===== src/rtl/ps2_host_tx.sv =====
// PS/2 host-to-device transmitter: clock inhibit, request-to-send, device-clocked bits and line ack.
// Define PS2_TX_TIMEOUT_EN to add a whole-frame watchdog that abandons a frame from a silent device.

module ps2_host_tx #(
  parameter int INHIBIT_CYCLES = 5000,
  parameter int TIMEOUT_CYCLES = 750000
) (
  input  logic        clk,
  input  logic        clrn,
  input  logic [31:0] dat_i,
  input  logic        we_i,
  input  logic        stb_i,
  output logic [31:0] dat_o,
  output logic        ack_o,
  input  logic        ps2_clk_i,
  input  logic        ps2_data_i,
  output logic        ps2_clk_oe,
  output logic        ps2_data_oe,
  output logic        tx_busy
);

  typedef enum logic [2:0] {IDLE, INHIBIT, RTS, SEND, ACK, WAIT_IDLE} state_t;

  localparam logic [31:0] INH_LAST = 32'(INHIBIT_CYCLES - 1);

  state_t      r_state, w_next;
  logic [1:0]  r_clkSync, r_datSync;
  logic        r_clkPrev;
  logic [7:0]  r_txByte;
  logic        r_par;
  logic [3:0]  r_bitCnt;
  logic        r_dataLow;
  logic        r_nack;
  logic [31:0] r_inhCnt;
  logic        r_done, r_err, r_ovr;
  logic        w_wr, w_rd, w_fe, w_txBit, w_timeout, w_setErr, w_setDone;
  logic        w_unused;

  assign w_wr    = stb_i & we_i;
  assign w_rd    = stb_i & ~we_i;
  assign w_fe    = r_clkPrev & ~r_clkSync[1];
  assign tx_busy = (r_state != IDLE);
  assign ack_o   = stb_i;
  assign dat_o   = {20'h0, r_ovr, r_err, r_done, tx_busy, r_txByte};

`ifdef PS2_TX_TIMEOUT_EN
  localparam logic [31:0] TO_LAST = 32'(TIMEOUT_CYCLES - 1);
  logic [31:0] r_wdog;

  always_ff @(posedge clk or negedge clrn) begin
    if (!clrn)
      r_wdog <= '0;
    else if (r_state == IDLE || r_state == INHIBIT)
      r_wdog <= '0;
    else
      r_wdog <= r_wdog + 32'd1;
  end

  assign w_timeout = (r_state != IDLE) && (r_state != INHIBIT) && (r_wdog == TO_LAST);
  assign w_unused  = &{1'b0, dat_i[31:8]};
`else
  assign w_timeout = 1'b0;
  assign w_unused  = &{1'b0, dat_i[31:8], 32'(TIMEOUT_CYCLES)};
`endif

  // Pins idle high after reset so a freshly released line never looks like a falling edge.
  always_ff @(posedge clk or negedge clrn) begin
    if (!clrn) begin
      r_clkSync <= 2'b11;
      r_datSync <= 2'b11;
      r_clkPrev <= 1'b1;
    end else begin
      r_clkSync <= {r_clkSync[0], ps2_clk_i};
      r_datSync <= {r_datSync[0], ps2_data_i};
      r_clkPrev <= r_clkSync[1];
    end
  end

  always_ff @(posedge clk or negedge clrn) begin
    if (!clrn)
      r_state <= IDLE;
    else
      r_state <= w_next;
  end

  always_comb begin
    w_next      = r_state;
    ps2_clk_oe  = 1'b0;
    ps2_data_oe = 1'b0;
    w_setErr    = 1'b0;
    w_setDone   = 1'b0;
    if (r_bitCnt < 4'd8)
      w_txBit = r_txByte[r_bitCnt[2:0]];
    else if (r_bitCnt == 4'd8)
      w_txBit = r_par;
    else
      w_txBit = 1'b1;
    case (r_state)
      IDLE:      if (w_wr) w_next = INHIBIT;
      INHIBIT: begin
        ps2_clk_oe = 1'b1;
        if (r_inhCnt == INH_LAST) w_next = RTS;
      end
      RTS: begin
        ps2_clk_oe  = 1'b1;
        ps2_data_oe = 1'b1;
        w_next      = SEND;
      end
      SEND: begin
        ps2_data_oe = r_dataLow;
        if (w_fe && r_bitCnt == 4'd9) w_next = ACK;
      end
      ACK: if (w_fe) begin
        w_next   = WAIT_IDLE;
        w_setErr = r_datSync[1];
      end
      WAIT_IDLE: if (r_clkSync[1] && r_datSync[1]) begin
        w_next    = IDLE;
        w_setDone = ~r_nack;
      end
      default:   w_next = IDLE;
    endcase
    if (w_timeout) begin
      w_next      = IDLE;
      ps2_clk_oe  = 1'b0;
      ps2_data_oe = 1'b0;
      w_setErr    = 1'b1;
      w_setDone   = 1'b0;
    end
  end

  // The start bit is held low from RTS until the device's first falling edge.
  always_ff @(posedge clk or negedge clrn) begin
    if (!clrn) begin
      r_inhCnt  <= '0;
      r_bitCnt  <= '0;
      r_dataLow <= 1'b0;
      r_txByte  <= '0;
      r_par     <= 1'b0;
      r_nack    <= 1'b0;
    end else begin
      r_inhCnt <= (r_state == INHIBIT) ? r_inhCnt + 32'd1 : '0;
      if (r_state == RTS) begin
        r_dataLow <= 1'b1;
        r_bitCnt  <= '0;
      end else if (r_state == SEND && w_fe) begin
        r_dataLow <= ~w_txBit;
        r_bitCnt  <= r_bitCnt + 4'd1;
      end
      if (r_state == IDLE && w_wr) begin
        r_txByte <= dat_i[7:0];
        r_par    <= ~^dat_i[7:0];
        r_nack   <= 1'b0;
      end
      if (r_state == ACK && w_fe)
        r_nack <= r_datSync[1];
    end
  end

  // Clears come first so a same-cycle set event wins.
  always_ff @(posedge clk or negedge clrn) begin
    if (!clrn) begin
      r_done <= 1'b0;
      r_err  <= 1'b0;
      r_ovr  <= 1'b0;
    end else begin
      if (w_rd) begin
        r_done <= 1'b0;
        r_err  <= 1'b0;
        r_ovr  <= 1'b0;
      end
      if (r_state == IDLE && w_wr) begin
        r_done <= 1'b0;
        r_err  <= 1'b0;
      end
      if (w_wr && r_state != IDLE) r_ovr  <= 1'b1;
      if (w_setErr)                r_err  <= 1'b1;
      if (w_setDone)               r_done <= 1'b1;
    end
  end

endmodule


===== config.mk =====
export PLATFORM = sky130hd
export DESIGN_NAME = ps2_host_tx
export DESIGN_NICKNAME = d
export VERILOG_FILES = /design/src/rtl/ps2_host_tx.sv
export SDC_FILE = /design/constraint.sdc
export NUM_CORES = 1
export LEC_CHECK = 0
export ABC_AREA = 1
export BUFFER_PORTS_ARGS = -buffer_cell sky130_fd_sc_hd__buf_4
export CELL_PAD_IN_SITES_DETAIL_PLACEMENT = 2
export CELL_PAD_IN_SITES_GLOBAL_PLACEMENT = 2
export CORE_MARGIN = 10
export CORE_UTILIZATION = 34
export CTS_BUF_LIST = sky130_fd_sc_hd__clkbuf_8
export DETAILED_ROUTE_END_ITERATION = 7
export HOLD_SLACK_MARGIN = 0.03
export PLACE_DENSITY = 0.85
export SLEW_MARGIN = 20
export SYNTH_ARGS = -nofsm -noshare
export SYNTH_HDL_FRONTEND = slang
export SYNTH_SLANG_ARGS = --single-unit

===== constraint.sdc =====
create_clock -name clk -period 4.21 [get_ports clk]
set_input_delay 0.6315 -clock clk [delete_from_list [all_inputs] [get_ports clk]]
set_output_delay 0.6315 -clock clk [all_outputs]
set_load 0.1 [all_outputs]

==> results of run 1 <==
==> synthesized netlist by cell type, types with 8 or more instances <==
| cell type | number |
|---|---|
| inv_2 | 12 |
| nor2_2 | 8 |
| a21oi_1 | 15 |
| buf_4 | 26 |
| dfrtp_1 | 53 |
| o21ai_0 | 10 |
| nand2_1 | 144 |
| nand3_1 | 28 |
| inv_1 | 46 |
| o21ai_1 | 9 |
| nor3_1 | 10 |
| nor2_1 | 67 |
==> logic make-up after synthesis <==
kind of cell / after synthesis / synth area share, %
AND/OR/NAND/NOR: 280 / 35.5
adder cells (fa/ha/maj): 4 / 1.44
other: 1 / 0.108
buffers and inverters: 87 / 12.3
flip-flops: 58 / 41.9
AO/OA/AOI/OAI: 38 / 5.76
XOR/XNOR: 12 / 3.02
==> through the flow <==
stage / utilization (%) / cells / instance area [um^2] / setup WS [ns] / hold WS [ns]
floorplan: - / 499 / 3550 / 1.51 / 0.336
global placement: 37.8 / 633 / 3730 / 2.00 / 0.347
CTS: 39.6 / 649 / 3910 / 1.58 / 0.359
finish: 39.6 / 649 / 3910 / 1.62 / 0.355
global route: 39.6 / 649 / 3910 / 1.47 / 0.363
detailed placement: 37.8 / 633 / 3730 / 1.98 / 0.347
==> registers in the layout (all words and copies together) (netlist names) <==
register and count:
r_datSync 2, r_err 1, r_clkPrev 1, r_dataLow 1
r_nack 1, r_state 3, r_inhCnt 32, r_bitCnt 4
r_txByte 8, r_ovr 1, r_done 1, r_clkSync 2
r_par 1
==> cell type report <==
cell class | instances | area share (%)
multi-input cells | 354 | 42.5
flip-flops and latches | 58 | 37.3
repair buffers | 30 | 5.76
inverters | 58 | 5.57
well taps | 133 | 4.25
clock buffers | 9 | 3.17
clock inverters | 7 | 1.44
==> worst max-delay path, stage by stage, from the launching register on <==
cell	delay [ns]
dfrtp_1	0.49
inv_2	0.09
nor3_4	0.11
buf_4	0.27
inv_2	0.20
nand2_1	0.15
buf_4	0.31
==> cells in the final DEF (no fill, tap or decap), drive strengths merged <==
cell type and n:
ha 4, dfstp 5, nand2 149, conb 20, and3 1, nand4 8, dfrtp 53, o21ai 19
clkinv 3, a21oi 15, o21a 2, inv 58, nor2 79, xor2 6, xnor2 6, a22oi 1
nor3 14, clkinvlp 4, buf 30, nand3 29, clkbuf 9, o31ai 1
==> where the power goes <==
group / internal (mW) / leakage, nW / switching (mW)
Sequential: 0.640 / 0.766 / 0.0899
Combinational: 0.204 / 0.953 / 0.833
Clock: 0.216 / 0.0777 / 0.259
Total: 1.06 / 1.80 / 1.18
==> final timing paths <==
| check | start | end | cells after the start |
|---|---|---|---|
| max | r_state[0] | ps2_clk_oe | 6 |
| max in group asynchronous | clrn | r_inhCnt[1] | 1 |
| max reg2reg | r_state[0] | r_txByte[6] | 6 |
| min in group clk | r_clkSync[0] | r_clkSync[1] | 0 |
| min reg2reg | r_clkSync[0] | r_clkSync[1] | 0 |
| min | clrn | r_inhCnt[29] | 1 |
==> per-layer routing <==
| metal | up-vias | GRT usage (%) | routed length (um) |
|---|---|---|---|
| li1 | 1509 | - | - |
| met1 | 1552 | 16.3 | 4260 |
| met2 | 43 | 28.0 | 5500 |
| met3 | 11 | 3.58 | 328 |
| met4 | 0 | 3.92 | 93 |
| met5 | - | 0 | 0 |
==> run summary, run 1 <==
All-Layer GR Usage = 14.9%
Die ar. = 0.0147 mm^2
pin count of the biggest net entering global routing = 59
final setup fails = 0
Pleak = 1.80 nW
total power = 2.24 mW
Crit Path Category = reg -> out
Hold Crit Class = in -> async
fmax = 0.386 GHz
Row Count = 36
ys async rst share = 100%
gpl congestion = 0.815
maxcap violations = 0
Core Area = 0.00986 mm^2
status = finished, final reports clean
clock tree sinks = 58
Hold Buf Count CTS = 0
Routed wire per std cell = 15.7 um
HPWL Detailed = 7800 um
Reg clk slew, reported paths = 0.07 ns
number of synthesized flops with an enable pin = 0
IO Pins = 74
Die Span Y = 121 um
post-CTS setup buffer count = 0
setup_tns = 0 ns
Syn Std Cell Area = 0.00348 mm^2
final worst clock skew = 0.0104 ns
clk buf depth = 2
via count = 3,115
Avg Vias per Cell = 4.80
RSZ-0062 raised after global routing = false
count of input and output buffers = 29
Synth top area share = 38.1%
Ys Warns = 0
Final Cycle Share = 61.6%
Yosys top cell by area = dfrtp_1
die width = 121 um
global-route wire length before repair = 17,800 um
CTS buffer count = 9
FF-to-FF setup slack = 2.47 ns
CTS tree = yes
# DRC = 0
vias in the first global route = 3,635
Synth Flop Type = dfrtp_1
post-route ant nets = 0
crit path capture type = output port
Worst Path Max Fanout = 19
initial antenna violation count = 0
Final Net Count = 553
Resize count post-CTS = 0
syn avg cell area = 7.24 um^2
Rel. slew slack = 47.9%
Root Driver = clkbuf_8
Yosys reg bits = 58
1st-pass router iterations = 4
area grow syn2layout = 12.5%
worst-skew pair later-pin latency = 0.35 ns
Gate Count Post-Synth = 480
share of layout cells above drive strength 1 = 16.9%
peak supply drop = 0.526 mV
sequential share of the synthesized area = 41.9%
synth top area cells = dfrtp_1 (38%), nand2_1 (16%), nor2_1 (7.2%)
H-tree Lvls = 3
n_diodes = 0
final hold viol count = 0
FF/Latch Area = 0.00146 mm^2
Least-Margin Pin Slew = 0.782 ns
library cells used by synthesis = 31
max-slew violations = 0
DRT Wirelength = 10,200 um
crit start category = flop
multi-input logic area = 0.00166 mm^2
Arr. time, crit path = 1.96 ns
PD cells = 573 mW/mm^2
min Tclk post-route = 2.59 ns
Worst EP required = 3.58 ns
GRT overflow = 0
starting density of the core = 35.2%
fill cell count = 1,222
DR iter-0 viols = 62
Power figures use the tool's default switching activity.
==> inputs of run 2 (changes only) <==
- CORE_UTILIZATION: 34 -> 31
- PLACE_DENSITY: 0.85 -> 0.78
- clock period: 4.21 -> 2.5 ns (I/O delays scaled with it)
==> run 2 against run 1 <==
  * Core utilization decreased by 3.3 points
  * Die area rose by 8.0%
  * Clock power rose by 110%
  * Largest power group unchanged
  * Highest routed layer unchanged
  * Largest cell class unchanged
  * Wire length rose by 1.8%
  * Critical path depth stayed put
==> run summary, run 2 (synthesized netlist as in run 1, its figures left out) <==
status = finished, final reports clean (unchanged)
Internal = 2.00 mW (was 1.06 mW)
max-slew violations = 0 (unchanged)
Final Cycle Share = 86.5%
GRT overflow = 0 (unchanged)
Die Span Y = 126 um (was 121 um)
Least-Margin Pin Slew = 0.790 ns (was 0.782 ns)
final hold viol count = 0 (unchanged)
Arr. time, crit path = 1.79 ns (was 1.96 ns)
clk buf depth = 2 (unchanged)
crit path capture type = output port (unchanged)
share of layout cells above drive strength 1 = 16.7% (was 16.9%)
fmax = 0.462 GHz
FF/Latch Area = 0.00146 mm^2 (unchanged)
via count = 3,096 (was 3,115)
crit start category = flop (unchanged)
final setup fails = 0 (unchanged)
Post-Place Cells = 640 (was 633)
Avg Vias per Cell = 4.72 (was 4.80)
post-route ant nets = 0 (unchanged)
Critical Path, Cell by Cell = inv_2 -> nand2_1 -> nor2_1 -> inv_1 -> nand2_1 -> buf_4 (was inv_2 -> nor3_4 -> buf_4 -> inv_2 -> nand2_1 -> buf_4)
final instance area = 0.00396 mm^2 (was 0.00391 mm^2)
count of input and output buffers = 29 (unchanged)
Crit Path Category = reg -> out (unchanged)
pin count of the biggest net entering global routing = 59 (unchanged)
starting density of the core = 31.9% (was 35.2%)
Core Area = 0.0109 mm^2 (was 0.00986 mm^2)
Worst Path Max Fanout = 6 (was 19)
RSZ-0062 raised after global routing = false (unchanged)
commonest non-fill, non-tap cell in the layout = nand2_1 (unchanged)
Biggest register = r_inhCnt (unchanged)
clock power share = 25.1% (was 21.2%)
Hold Buf Count CTS = 0 (unchanged)
PD cells = 1000 mW/mm^2 (was 573 mW/mm^2)
Die ar. = 0.0159 mm^2 (was 0.0147 mm^2)
CP Buf/Inv Count = 3 (was 4)
All-Layer GR Usage = 13.4% (was 14.9%)
DR iter-0 viols = 57 (was 62)
CTS tree = yes (unchanged)
max incr delay on CP = 0.46 ns (was 0.49 ns)
final worst clock skew = 0.0103 ns (was 0.0104 ns)
Sw Ratio = 49.6% (was 52.7%)
post-CTS setup buffer count = 0 (unchanged)
1st-pass router iterations = 4 (unchanged)
placed inst area = 0.00374 mm^2 (was 0.00373 mm^2)
non-filler cells, final = 656 (was 649)
area grow syn2layout = 13.9% (was 12.5%)
number of flip-flops in the largest register = 32 (unchanged)
Pleak = 1.83 nW (was 1.80 nW)
Reg clk slew, reported paths = 0.08 ns (was 0.07 ns)
min Tclk post-route = 2.16 ns
IO Pins = 74 (unchanged)
die width = 126 um (was 121 um)
fill cell count = 1,343 (was 1,222)
Net Sw Power = 1.97 mW (was 1.18 mW)
n_diodes = 0 (unchanged)
initial antenna violation count = 0 (unchanged)
Comb power frac = 44.0% (was 46.3%)
global-route wire length before repair = 17,600 um (was 17,800 um)
H-tree Lvls = 3 (unchanged)
Rel. slew slack = 47.3% (was 47.9%)
Root Driver = clkbuf_8 (unchanged)
Resize count post-CTS = 0 (unchanged)
Hold Crit Class = in -> async (unchanged)
utilization after layout = 36.4% (was 39.6%)
worst-skew pair later-pin latency = 0.35 ns (about the same)
clock tree sinks = 58 (unchanged)
Row Count = 38 (was 36)
multi-input logic area = 0.00166 mm^2 (unchanged)
CTS buffer count = 9 (unchanged)
Final Net Count = 553 (unchanged)
peak supply drop = 0.727 mV (was 0.526 mV)
DRT Wirelength = 10,400 um (was 10,200 um)
Most common cell on crit path = nand2_1
WHS = 0.112 ns (was 0.355 ns)
# DRC = 0 (unchanged)
Crit path max-delay family = buffers and inverters (unchanged)
gpl congestion = 0.816 (was 0.815)
largest registers = r_inhCnt x32, r_txByte x8, r_bitCnt x4 (unchanged)
Routed wire per std cell = 15.8 um (was 15.7 um)
vias in the first global route = 3,579 (was 3,635)
maxcap violations = 0 (unchanged)
CP max-delay cell = dfrtp_1 (unchanged)
HPWL Detailed = 8000 um (was 7800 um)
most frequent cells in the layout = nand2_1 (144), nor2_1 (67), dfrtp_1 (53) (unchanged)
Worst EP required = 2.12 ns (was 3.58 ns)
setup_tns = 0 ns (unchanged)
register share of total power = 30.9% (was 32.6%)
## run 2: cell count changes in the layout (fill, tap and decap cells not counted)
| cell | change |
|---|---|
| clkinv_4 | -3 |
| bufinv_16 | +2 |
| inv_1 | +1 |
| clkbuf_8 | +1 |
| clkinv_2 | +2 |
| clkinvlp_4 | -3 |
## run 2: power groups by stage
| stage | Clock, mW | Sequential [mW] | Combinational [mW] |
|---|---|---|---|
| floorplan | 0 | 1.63 | 1.03 |
| global placement | 0 | 1.24 | 1.74 |
| finish | 0.998 | 1.23 | 1.75 |
| global route | 1.07 | 1.26 | 1.90 |
| CTS | 1.03 | 1.24 | 1.79 |
| detailed placement | 0 | 1.25 | 1.78 |
## run 2: final timing paths
path | cells after the start | end | slack (ns) | from
min in group clk | 1 | r_datSync[0] | 0.13 | ps2_data_i
worst max-delay path | 6 | ps2_clk_oe | 0.34 | r_state[2]
worst min register to register | 0 | r_clkSync[1] | 0.36 | r_clkSync[0]
worst min-delay path | 1 | r_inhCnt[12] | 0.11 | clrn
max in group asynchronous | 1 | r_bitCnt[2] | 1.87 | clrn
worst max register to register | 6 | r_txByte[0] | 0.72 | r_state[0]
## run 2: cell type report
class	instances	area share, %
clock buffer	10	3.48
clock inverter	6	2.05
inverter	58	5.50
multi-input combinational	354	42.0
sequential	58	36.8
tap	140	4.42
timing repair buffer	30	5.69
## run 2: per-layer routing
metal / GRT usage (%) / part of all wire [%] / wire [um]
met4: 4.89 / 1.8 / 183
met3: 3.31 / 3.9 / 409
met1: 14.8 / 42 / 4390
met2: 24.1 / 52 / 5380
met5: 0 / 0 / 0
## run 2: per-stage QoR
step / total power [mW] / setup slack [ns]
CTS: 4.05 / 0.310
global route: 4.23 / 0.191
global placement: 2.98 / 0.752
detailed placement: 3.03 / 0.683
floorplan: 2.66 / 0.0562
finish: 3.98 / 0.337
